**src/rtl/sc_threshold_filter_if.sv**
```systemverilog
`default_nettype none
// ============================================================================
// Module      : sc_threshold_filter_if
// Description : Sample/handshake bundle between the comparator-side consumer
//               and the threshold persistence filter.
// Revision    : 1.0 - initial release
// ============================================================================
interface sc_threshold_filter_if #(
  parameter int COUNT_WIDTH = 8
);
  logic                   SC_THRESHFILTER_enable_InHigh;
  logic                   SC_THRESHFILTER_greaterthan_InLow;
  logic                   SC_THRESHFILTER_clear_InHigh;
  logic                   SC_THRESHFILTER_ack_InHigh;
  logic                   SC_THRESHFILTER_over_OutHigh;
  logic                   SC_THRESHFILTER_rise_OutHigh;
  logic                   SC_THRESHFILTER_eventvalid_OutHigh;
  logic                   SC_THRESHFILTER_overrun_OutHigh;
  logic [COUNT_WIDTH-1:0] SC_THRESHFILTER_eventcount_OutBUS;

  // Consumer side: drives samples and handshakes, observes filter state.
  modport master (
    output SC_THRESHFILTER_enable_InHigh,
    output SC_THRESHFILTER_greaterthan_InLow,
    output SC_THRESHFILTER_clear_InHigh,
    output SC_THRESHFILTER_ack_InHigh,
    input  SC_THRESHFILTER_over_OutHigh,
    input  SC_THRESHFILTER_rise_OutHigh,
    input  SC_THRESHFILTER_eventvalid_OutHigh,
    input  SC_THRESHFILTER_overrun_OutHigh,
    input  SC_THRESHFILTER_eventcount_OutBUS
  );

  // Filter side.
  modport slave (
    input  SC_THRESHFILTER_enable_InHigh,
    input  SC_THRESHFILTER_greaterthan_InLow,
    input  SC_THRESHFILTER_clear_InHigh,
    input  SC_THRESHFILTER_ack_InHigh,
    output SC_THRESHFILTER_over_OutHigh,
    output SC_THRESHFILTER_rise_OutHigh,
    output SC_THRESHFILTER_eventvalid_OutHigh,
    output SC_THRESHFILTER_overrun_OutHigh,
    output SC_THRESHFILTER_eventcount_OutBUS
  );
endinterface
`default_nettype wire

```
**src/rtl/sc_threshold_filter.sv**
```systemverilog
`default_nettype none
// ============================================================================
// Module      : sc_threshold_filter
// Description : Persistence filter on an active-low greater-than flag. OVER is
//               entered/left only after FILTER_DEPTH consecutive agreeing
//               samples; each entry produces a pulse, a pending-event flag
//               with ack, a sticky overrun and a saturating event count.
// Revision    : 1.0 - initial release
// ============================================================================
module sc_threshold_filter #(
  parameter int FILTER_DEPTH = 4,
  parameter int COUNT_WIDTH  = 8
) (
  input  logic                 SC_THRESHFILTER_CLOCK_50,
  input  logic                 SC_THRESHFILTER_RESET_InLow,
  sc_threshold_filter_if.slave bus
);

  localparam int                     CNT_W     = $clog2(FILTER_DEPTH + 1);
  localparam logic [CNT_W-1:0]       DEPTH_C   = CNT_W'(FILTER_DEPTH);
  localparam logic [CNT_W-1:0]       ONE_C     = CNT_W'(1);
  localparam logic [COUNT_WIDTH-1:0] COUNT_MAX = '1;

  typedef enum logic [1:0] {
    ST_BELOW  = 2'd0,
    ST_ARMING = 2'd1,
    ST_OVER   = 2'd2,
    ST_DISARM = 2'd3
  } state_t;

  state_t                 state_q, state_d;
  logic [CNT_W-1:0]       cnt_q, cnt_d, cnt_inc;
  logic                   entry_d;
  logic                   over_q, rise_q, evvalid_q, overrun_q;
  logic [COUNT_WIDTH-1:0] count_q;

  logic en, hit, clr, ack;
  assign en  = bus.SC_THRESHFILTER_enable_InHigh;
  assign hit = ~bus.SC_THRESHFILTER_greaterthan_InLow;
  assign clr = bus.SC_THRESHFILTER_clear_InHigh;
  assign ack = bus.SC_THRESHFILTER_ack_InHigh;

  // Next-state and run-count logic; entry_d marks a BELOW/ARMING -> OVER move.
  always_comb begin
    state_d = state_q;
    cnt_d   = cnt_q;
    entry_d = 1'b0;
    cnt_inc = cnt_q + ONE_C;
    if (en) begin
      case (state_q)
        ST_BELOW: begin
          if (hit) begin
            if (DEPTH_C == ONE_C) begin
              state_d = ST_OVER;
              cnt_d   = '0;
              entry_d = 1'b1;
            end else begin
              state_d = ST_ARMING;
              cnt_d   = ONE_C;
            end
          end
        end
        ST_ARMING: begin
          if (hit) begin
            if (cnt_inc == DEPTH_C) begin
              state_d = ST_OVER;
              cnt_d   = '0;
              entry_d = 1'b1;
            end else begin
              cnt_d = cnt_inc;
            end
          end else begin
            state_d = ST_BELOW;
            cnt_d   = '0;
          end
        end
        ST_OVER: begin
          if (!hit) begin
            if (DEPTH_C == ONE_C) begin
              state_d = ST_BELOW;
              cnt_d   = '0;
            end else begin
              state_d = ST_DISARM;
              cnt_d   = ONE_C;
            end
          end
        end
        ST_DISARM: begin
          if (!hit) begin
            if (cnt_inc == DEPTH_C) begin
              state_d = ST_BELOW;
              cnt_d   = '0;
            end else begin
              cnt_d = cnt_inc;
            end
          end else begin
            // Returning from DISARM is not a new entry.
            state_d = ST_OVER;
            cnt_d   = '0;
          end
        end
      endcase
    end
  end

  // FSM state register with registered filtered level and entry pulse.
  always_ff @(posedge SC_THRESHFILTER_CLOCK_50) begin
    if (!SC_THRESHFILTER_RESET_InLow) begin
      state_q <= ST_BELOW;
      cnt_q   <= '0;
      over_q  <= 1'b0;
      rise_q  <= 1'b0;
    end else begin
      state_q <= state_d;
      cnt_q   <= cnt_d;
      over_q  <= (state_d == ST_OVER) || (state_d == ST_DISARM);
      rise_q  <= entry_d;
    end
  end

  // Event recorder: pending flag with ack, sticky overrun, saturating count.
  always_ff @(posedge SC_THRESHFILTER_CLOCK_50) begin
    if (!SC_THRESHFILTER_RESET_InLow) begin
      evvalid_q <= 1'b0;
      overrun_q <= 1'b0;
      count_q   <= '0;
    end else begin
      // A new entry wins over a same-edge ack so the fresh event is not lost.
      if (entry_d) begin
        evvalid_q <= 1'b1;
      end else if (ack) begin
        evvalid_q <= 1'b0;
      end
      if (clr) begin
        overrun_q <= 1'b0;
      end else if (entry_d && evvalid_q && !ack) begin
        overrun_q <= 1'b1;
      end
      // Clear drops any same-edge increment.
      if (clr) begin
        count_q <= '0;
      end else if (entry_d && (count_q != COUNT_MAX)) begin
        count_q <= count_q + COUNT_WIDTH'(1);
      end
    end
  end

  assign bus.SC_THRESHFILTER_over_OutHigh       = over_q;
  assign bus.SC_THRESHFILTER_rise_OutHigh       = rise_q;
  assign bus.SC_THRESHFILTER_eventvalid_OutHigh = evvalid_q;
  assign bus.SC_THRESHFILTER_overrun_OutHigh    = overrun_q;
  assign bus.SC_THRESHFILTER_eventcount_OutBUS  = count_q;

endmodule
`default_nettype wire

```
**src/flat_wrapper.sv**
```systemverilog
// flat-port wrapper written by rule: the top's interface ports become plain ports
module sc_threshold_filter_flat 
#(
  parameter int FILTER_DEPTH = 4,
  parameter int COUNT_WIDTH  = 8
)
  (SC_THRESHFILTER_CLOCK_50, SC_THRESHFILTER_RESET_InLow, bus_SC_THRESHFILTER_enable_InHigh, bus_SC_THRESHFILTER_greaterthan_InLow, bus_SC_THRESHFILTER_clear_InHigh, bus_SC_THRESHFILTER_ack_InHigh, bus_SC_THRESHFILTER_over_OutHigh, bus_SC_THRESHFILTER_rise_OutHigh, bus_SC_THRESHFILTER_eventvalid_OutHigh, bus_SC_THRESHFILTER_overrun_OutHigh, bus_SC_THRESHFILTER_eventcount_OutBUS);
  sc_threshold_filter_if #(.COUNT_WIDTH(COUNT_WIDTH)) bus_i ();
  input  logic SC_THRESHFILTER_CLOCK_50;
  input  logic SC_THRESHFILTER_RESET_InLow;
  input wire logic [$bits(bus_i.SC_THRESHFILTER_enable_InHigh)-1:0] bus_SC_THRESHFILTER_enable_InHigh;
  input wire logic [$bits(bus_i.SC_THRESHFILTER_greaterthan_InLow)-1:0] bus_SC_THRESHFILTER_greaterthan_InLow;
  input wire logic [$bits(bus_i.SC_THRESHFILTER_clear_InHigh)-1:0] bus_SC_THRESHFILTER_clear_InHigh;
  input wire logic [$bits(bus_i.SC_THRESHFILTER_ack_InHigh)-1:0] bus_SC_THRESHFILTER_ack_InHigh;
  output wire logic [$bits(bus_i.SC_THRESHFILTER_over_OutHigh)-1:0] bus_SC_THRESHFILTER_over_OutHigh;
  output wire logic [$bits(bus_i.SC_THRESHFILTER_rise_OutHigh)-1:0] bus_SC_THRESHFILTER_rise_OutHigh;
  output wire logic [$bits(bus_i.SC_THRESHFILTER_eventvalid_OutHigh)-1:0] bus_SC_THRESHFILTER_eventvalid_OutHigh;
  output wire logic [$bits(bus_i.SC_THRESHFILTER_overrun_OutHigh)-1:0] bus_SC_THRESHFILTER_overrun_OutHigh;
  output wire logic [$bits(bus_i.SC_THRESHFILTER_eventcount_OutBUS)-1:0] bus_SC_THRESHFILTER_eventcount_OutBUS;
  assign bus_i.SC_THRESHFILTER_enable_InHigh = bus_SC_THRESHFILTER_enable_InHigh;
  assign bus_i.SC_THRESHFILTER_greaterthan_InLow = bus_SC_THRESHFILTER_greaterthan_InLow;
  assign bus_i.SC_THRESHFILTER_clear_InHigh = bus_SC_THRESHFILTER_clear_InHigh;
  assign bus_i.SC_THRESHFILTER_ack_InHigh = bus_SC_THRESHFILTER_ack_InHigh;
  assign bus_SC_THRESHFILTER_over_OutHigh = bus_i.SC_THRESHFILTER_over_OutHigh;
  assign bus_SC_THRESHFILTER_rise_OutHigh = bus_i.SC_THRESHFILTER_rise_OutHigh;
  assign bus_SC_THRESHFILTER_eventvalid_OutHigh = bus_i.SC_THRESHFILTER_eventvalid_OutHigh;
  assign bus_SC_THRESHFILTER_overrun_OutHigh = bus_i.SC_THRESHFILTER_overrun_OutHigh;
  assign bus_SC_THRESHFILTER_eventcount_OutBUS = bus_i.SC_THRESHFILTER_eventcount_OutBUS;
  sc_threshold_filter #(.FILTER_DEPTH(FILTER_DEPTH), .COUNT_WIDTH(COUNT_WIDTH)) u_core (.SC_THRESHFILTER_CLOCK_50(SC_THRESHFILTER_CLOCK_50), .SC_THRESHFILTER_RESET_InLow(SC_THRESHFILTER_RESET_InLow), .bus(bus_i));
endmodule
```
**config.mk**
```make
export PLATFORM = sky130hd
export DESIGN_NAME = sc_threshold_filter_flat
export DESIGN_NICKNAME = d
export VERILOG_FILES = /design/src/rtl/sc_threshold_filter_if.sv /design/src/rtl/sc_threshold_filter.sv /design/src/flat_wrapper.sv
export SDC_FILE = /design/constraint.sdc
export NUM_CORES = 1
export LEC_CHECK = 0
export ABC_AREA = 1
export CORE_MARGIN = 1.5
export CORE_UTILIZATION = 49
export CTS_CLUSTER_DIAMETER = 100
export DETAILED_ROUTE_END_ITERATION = 12
export PLACE_DENSITY = 0.76
export RECOVER_POWER = 50
export SYNTH_ARGS = -nofsm -noshare
export SYNTH_HDL_FRONTEND = slang
export SYNTH_SLANG_ARGS = --single-unit
```
**constraint.sdc**
```tcl
create_clock -name SC_THRESHFILTER_CLOCK_50 -period 1.6 [get_ports SC_THRESHFILTER_CLOCK_50]
set_input_delay 0.16 -clock SC_THRESHFILTER_CLOCK_50 [delete_from_list [all_inputs] [get_ports SC_THRESHFILTER_CLOCK_50]]
set_output_delay 0.16 -clock SC_THRESHFILTER_CLOCK_50 [all_outputs]
set_load 0.05 [all_outputs]
```
==> flow_metrics.py <==
metrics = {
    "run_status": {
        "result_of_the_run": "finished clean",
    },
    "power_and_ir_drop": {
        "netSwitchingFraction": 0.254,
        "internal_power_mw": 0.539,
        "power.clock.fraction": 0.346,
        "p_seq_frac": 0.596,
        "total_leakage_power_nw": 0.501,
        "worst_vdd_ir_mv": 0.584,
        "switching_power_summed_over_all_nets_mw": 0.183,
        "power_per_cell_area_nw_per_um2": 667,
        "pwr-share-comb": 0.057,
    },
    "critical_path": {
        "r2r_setup_slack_ps": 140,
        "reg2reg_to": "u_core.bus.SC_THRESHFILTER_eventcount_OutBUS[0]$_SDFFE_PP0P_",
        "r2r-start": "u_core.cnt_q[1]$_SDFFE_PN0P_",
        "crit_path_max_incr_delay_ps": 390,
        "critical_path_arrival_ps": 1660,
        "critical_path.max_fanout": 8,
        "endpoint_kind": "flop",
        "timing.reg2reg.worst_path_depth": 8,
        "worst-path-buf-inv": 1,
        "critPathSlowestCell": "dfxtp_1",
        "timing.critical_path.cells": "ha_1 -> inv_1 -> nand2_1 -> nand3_1 -> nor2_4 -> nand2_2 -> o21ai_1 -> nor2_1",
        "start_to_end_type_of_the_worst_setup_path": "reg -> reg",
        "cp_top_family": "simple AND/OR/NAND/NOR gates",
        "required_ps": 1800,
        "start_kind": "flop",
    },
    "final_layout": {
        "multi_input_comb_area_um2": 485,
        "share_of_the_core_filled_with_cells": 0.621,
        "final_net_count": 172,
        "fin_cells": 187,
        "antennaDiodeCount": 0,
        "drive_gt1_frac": 0.123,
        "area_growth_pct": 18.6,
        "final-seq-area_um2": 344,
        "number_of_fillers_in_the_final_layout": 169,
    },
    "floorplanning": {
        "fp-row-count": 15,
        "floorplan.initialDensity": 0.523,
        "top_level_ports": 18,
        "dieWidth_um": 46.2,
        "core_area_um2": 1750,
        "floorplan.die_area_um2": 2130,
        "chipHeight_um": 46.2,
    },
    "yosys": {
        "avg_synthesized_cell_area_um2": 6.52,
        "seq_area_frac_synth": 0.373,
        "synth-edff-count": 0,
        "synth.area.top_cells": "dfxtp_1, nand2_1, inv_1, nor2_1, a21oi_1",
        "netlist_area_um2": 913,
        "async_set_or_reset_flop_fraction_in_the_synthesized_netlist": 0,
        "top_count_cell_post_synth": "nand2_1",
        "yosysTopAreaCell": "dfxtp_1",
        "yosys.area.top_type_share": 0.373,
        "postSynthRegisterBits": 17,
        "ys.flop_type": "dfxtp_1",
        "gate_count_post_synth": 140,
        "syn-num-nets": 149,
        "synth.lib_cells_used.distinct": 18,
        "ys_warn_count": 0,
        "netlist_top_cells_count": "nand2_1, inv_1, dfxtp_1, nor2_1",
    },
    "routing": {
        "wl_mm": 1.85,
        "route.antenna.remaining_nets": 0,
        "drtIter0Drc": 29,
        "routed_via_density": 4.83,
        "drtPass1Iterations": 4,
        "drc": 0,
        "vias": 903,
        "mean_routed_wirelength_per_cell_um": 9.91,
    },
    "sta": {
        "worst-slew-pin-transition_ps": 599,
        "setup_total_negative_slack_ps": 0,
        "slew-limit-headroom": 0.602,
        "hold_ws_ps": 430,
        "max_slew_violation_count": 0,
        "report.final.setup_viol": 0,
        "timing.fmax_mhz": 686,
        "finClkSkew_ps": 8.16,
        "fin_crit_ps": 1460,
        "grt_setup_unrepaired": "no",
        "final_hold_violations": 0,
        "layout_worst_path_cycle_share": 0.910,
    },
    "clocking": {
        "clk_transition_reported_paths_ps": 120,
        "cts.sink_count": 17,
        "clk_path_buf_depth": 2,
        "ctsHtreeMaxLevel": 1,
        "clock_tree.root_cell": "clkbuf_4",
        "worstSkewPairLatency_ps": 300,
        "tritoncts_clock_tree": "built",
        "numCtsBuffers": 3,
    },
    "placement": {
        "place.port_buffers": 17,
        "half_perimeter_wire_length_after_placement_mm": 1.37,
        "routabilityCongestion": 0.795,
        "placedCellCount": 183,
    },
    "grt": {
        "grt_first_pass_wirelength_mm": 3.03,
        "number_of_antenna_violations_at_the_first_check_in_global_routing": 0,
        "groute.usage.overall": 0.199,
        "grt_pass1_vias": 736,
        "grt_max_degree": 11,
        "globalRoute.totalOverflow": 0,
    },
    "flow_run": {
        "timing.max_cap.violations": 0,
    },
    "worst_hold_path": {
        "min_path_cells": 3,
        "holdPathEnd": "u_core.state_q[1]$_SDFF_PN0_",
        "min-delay-start": "SC_THRESHFILTER_RESET_InLow",
        "hold_path_class": "in -> reg",
    },
}
-- cell usage in the layout (no fill, tap or decap), drive strengths merged --
master | Yosys | final
nand3 | 12 | 12
nand4 | 3 | 3
a21oi | 11 | 11
nand3b | 1 | 1
o21ai | 3 | 3
a211oi | 1 | 1
clkbuf | 0 | 13
nand2 | 46 | 46
clkinv | 0 | 1
xor2 | 1 | 1
buf | 0 | 3
ha | 3 | 3
dfxtp | 17 | 17
clkdlybuf4s50 | 0 | 5
nor2 | 20 | 20
inv | 22 | 22
-- through the flow --
| stage | setup WS [ps] | instance area (um2) | power [mW] |
|---|---|---|---|
| final | 143 | 1080 | 0.723 |
| after global routing | 24.5 | 1080 | 0.750 |
| after CTS | 133 | 1120 | 0.723 |
| after detailed placement | 105 | 1090 | 0.481 |
| after global placement | 176 | 1090 | 0.480 |
| after floorplan | 146 | 916 | 0.459 |
-- kinds of logic (layout without fill, tap and decap cells) --
family,after synthesis,after routing,share of synthesized area
XOR/XNOR,1,1,0.00959
AO/OA/AOI/OAI,15,15,0.0849
flip-flops,17,17,0.373
adder cells (fa/ha/maj),3,3,0.0411
AND/OR/NAND/NOR,82,82,0.401
buffers and inverters,22,44,0.0904
-- power groups by stage --
stage | Sequential [mW] | Combinational (mW) | Clock (mW)
finish | 0.431 | 0.0415 | 0.250
global placement | 0.440 | 0.0404 | 0
floorplan | 0.439 | 0.0200 | 0
global route | 0.432 | 0.0466 | 0.272
detailed placement | 0.440 | 0.0411 | 0
CTS | 0.430 | 0.0415 | 0.251
-- cell type report --
class | instances | area share
timing repair buffer | 18 | 0.104
sequential | 17 | 0.318
clock buffer | 3 | 0.0208
tap | 25 | 0.0289
multi-input combinational | 101 | 0.448
clock inverter | 1 | 0.00462
inverter | 22 | 0.0762
-- worst reg2reg max path: stages, from the launching register on --
cell and delay, ps:
dfxtp_1 390, ha_1 200, inv_1 60, nand2_1 60, nand3_1 140, nor2_4 160, nand2_2 140, o21ai_1 150
nor2_1 50
-- registers in the layout, summed over array words and instances (netlist names) --
name                                           flops
u_core.bus.SC_THRESHFILTER_eventcount_OutBUS       8
u_core.bus.SC_THRESHFILTER_eventvalid_OutHigh      1
u_core.bus.SC_THRESHFILTER_over_OutHigh            1
u_core.bus.SC_THRESHFILTER_overrun_OutHigh         1
u_core.bus.SC_THRESHFILTER_rise_OutHigh            1
u_core.cnt_q                                       3
u_core.state_q                                     2
-- repair_timing --
item                                    in CTS  in global routing
hold buffers                                 0                  0
endpoints found under the setup margin       0                  1
resized for setup                            0                  1
buffers inserted                             0                  0
hold endpoints to repair                     0                  0
-- per-layer routing --
metal  share of wire  global-route usage  wire, um  vias to the layer above
met2            0.43               0.294       792                       23
met5               0                   0         0                        -
met1            0.51               0.267       939                      395
li1                -                   -         -                      480
met4           0.022               0.103        40                        0
met3           0.044              0.0471        81                        5
-- how the worst max path moves through the flow --
stage,from,endpoint,cells past startpoint
2_1_floorplan,u_core.bus.SC_THRESHFILTER_eventcount_OutBUS[0]$_SDFFE_PP0P_,u_core.bus.SC_THRESHFILTER_eventcount_OutBUS[5]$_SDFFE_PP0P_,7
3_3_place_gp,bus_SC_THRESHFILTER_enable_InHigh,u_core.bus.SC_THRESHFILTER_eventcount_OutBUS[0]$_SDFFE_PP0P_,8
3_5_place_dp,bus_SC_THRESHFILTER_enable_InHigh,u_core.bus.SC_THRESHFILTER_eventcount_OutBUS[0]$_SDFFE_PP0P_,8
4_1_cts,u_core.cnt_q[0]$_SDFFE_PN0P_,u_core.bus.SC_THRESHFILTER_eventcount_OutBUS[0]$_SDFFE_PP0P_,8
5_1_grt,u_core.cnt_q[0]$_SDFFE_PN0P_,u_core.bus.SC_THRESHFILTER_eventcount_OutBUS[6]$_SDFFE_PP0P_,8
6_report,u_core.cnt_q[1]$_SDFFE_PN0P_,u_core.bus.SC_THRESHFILTER_eventcount_OutBUS[0]$_SDFFE_PP0P_,8
Note: power is estimated with default switching activity, not from simulation.
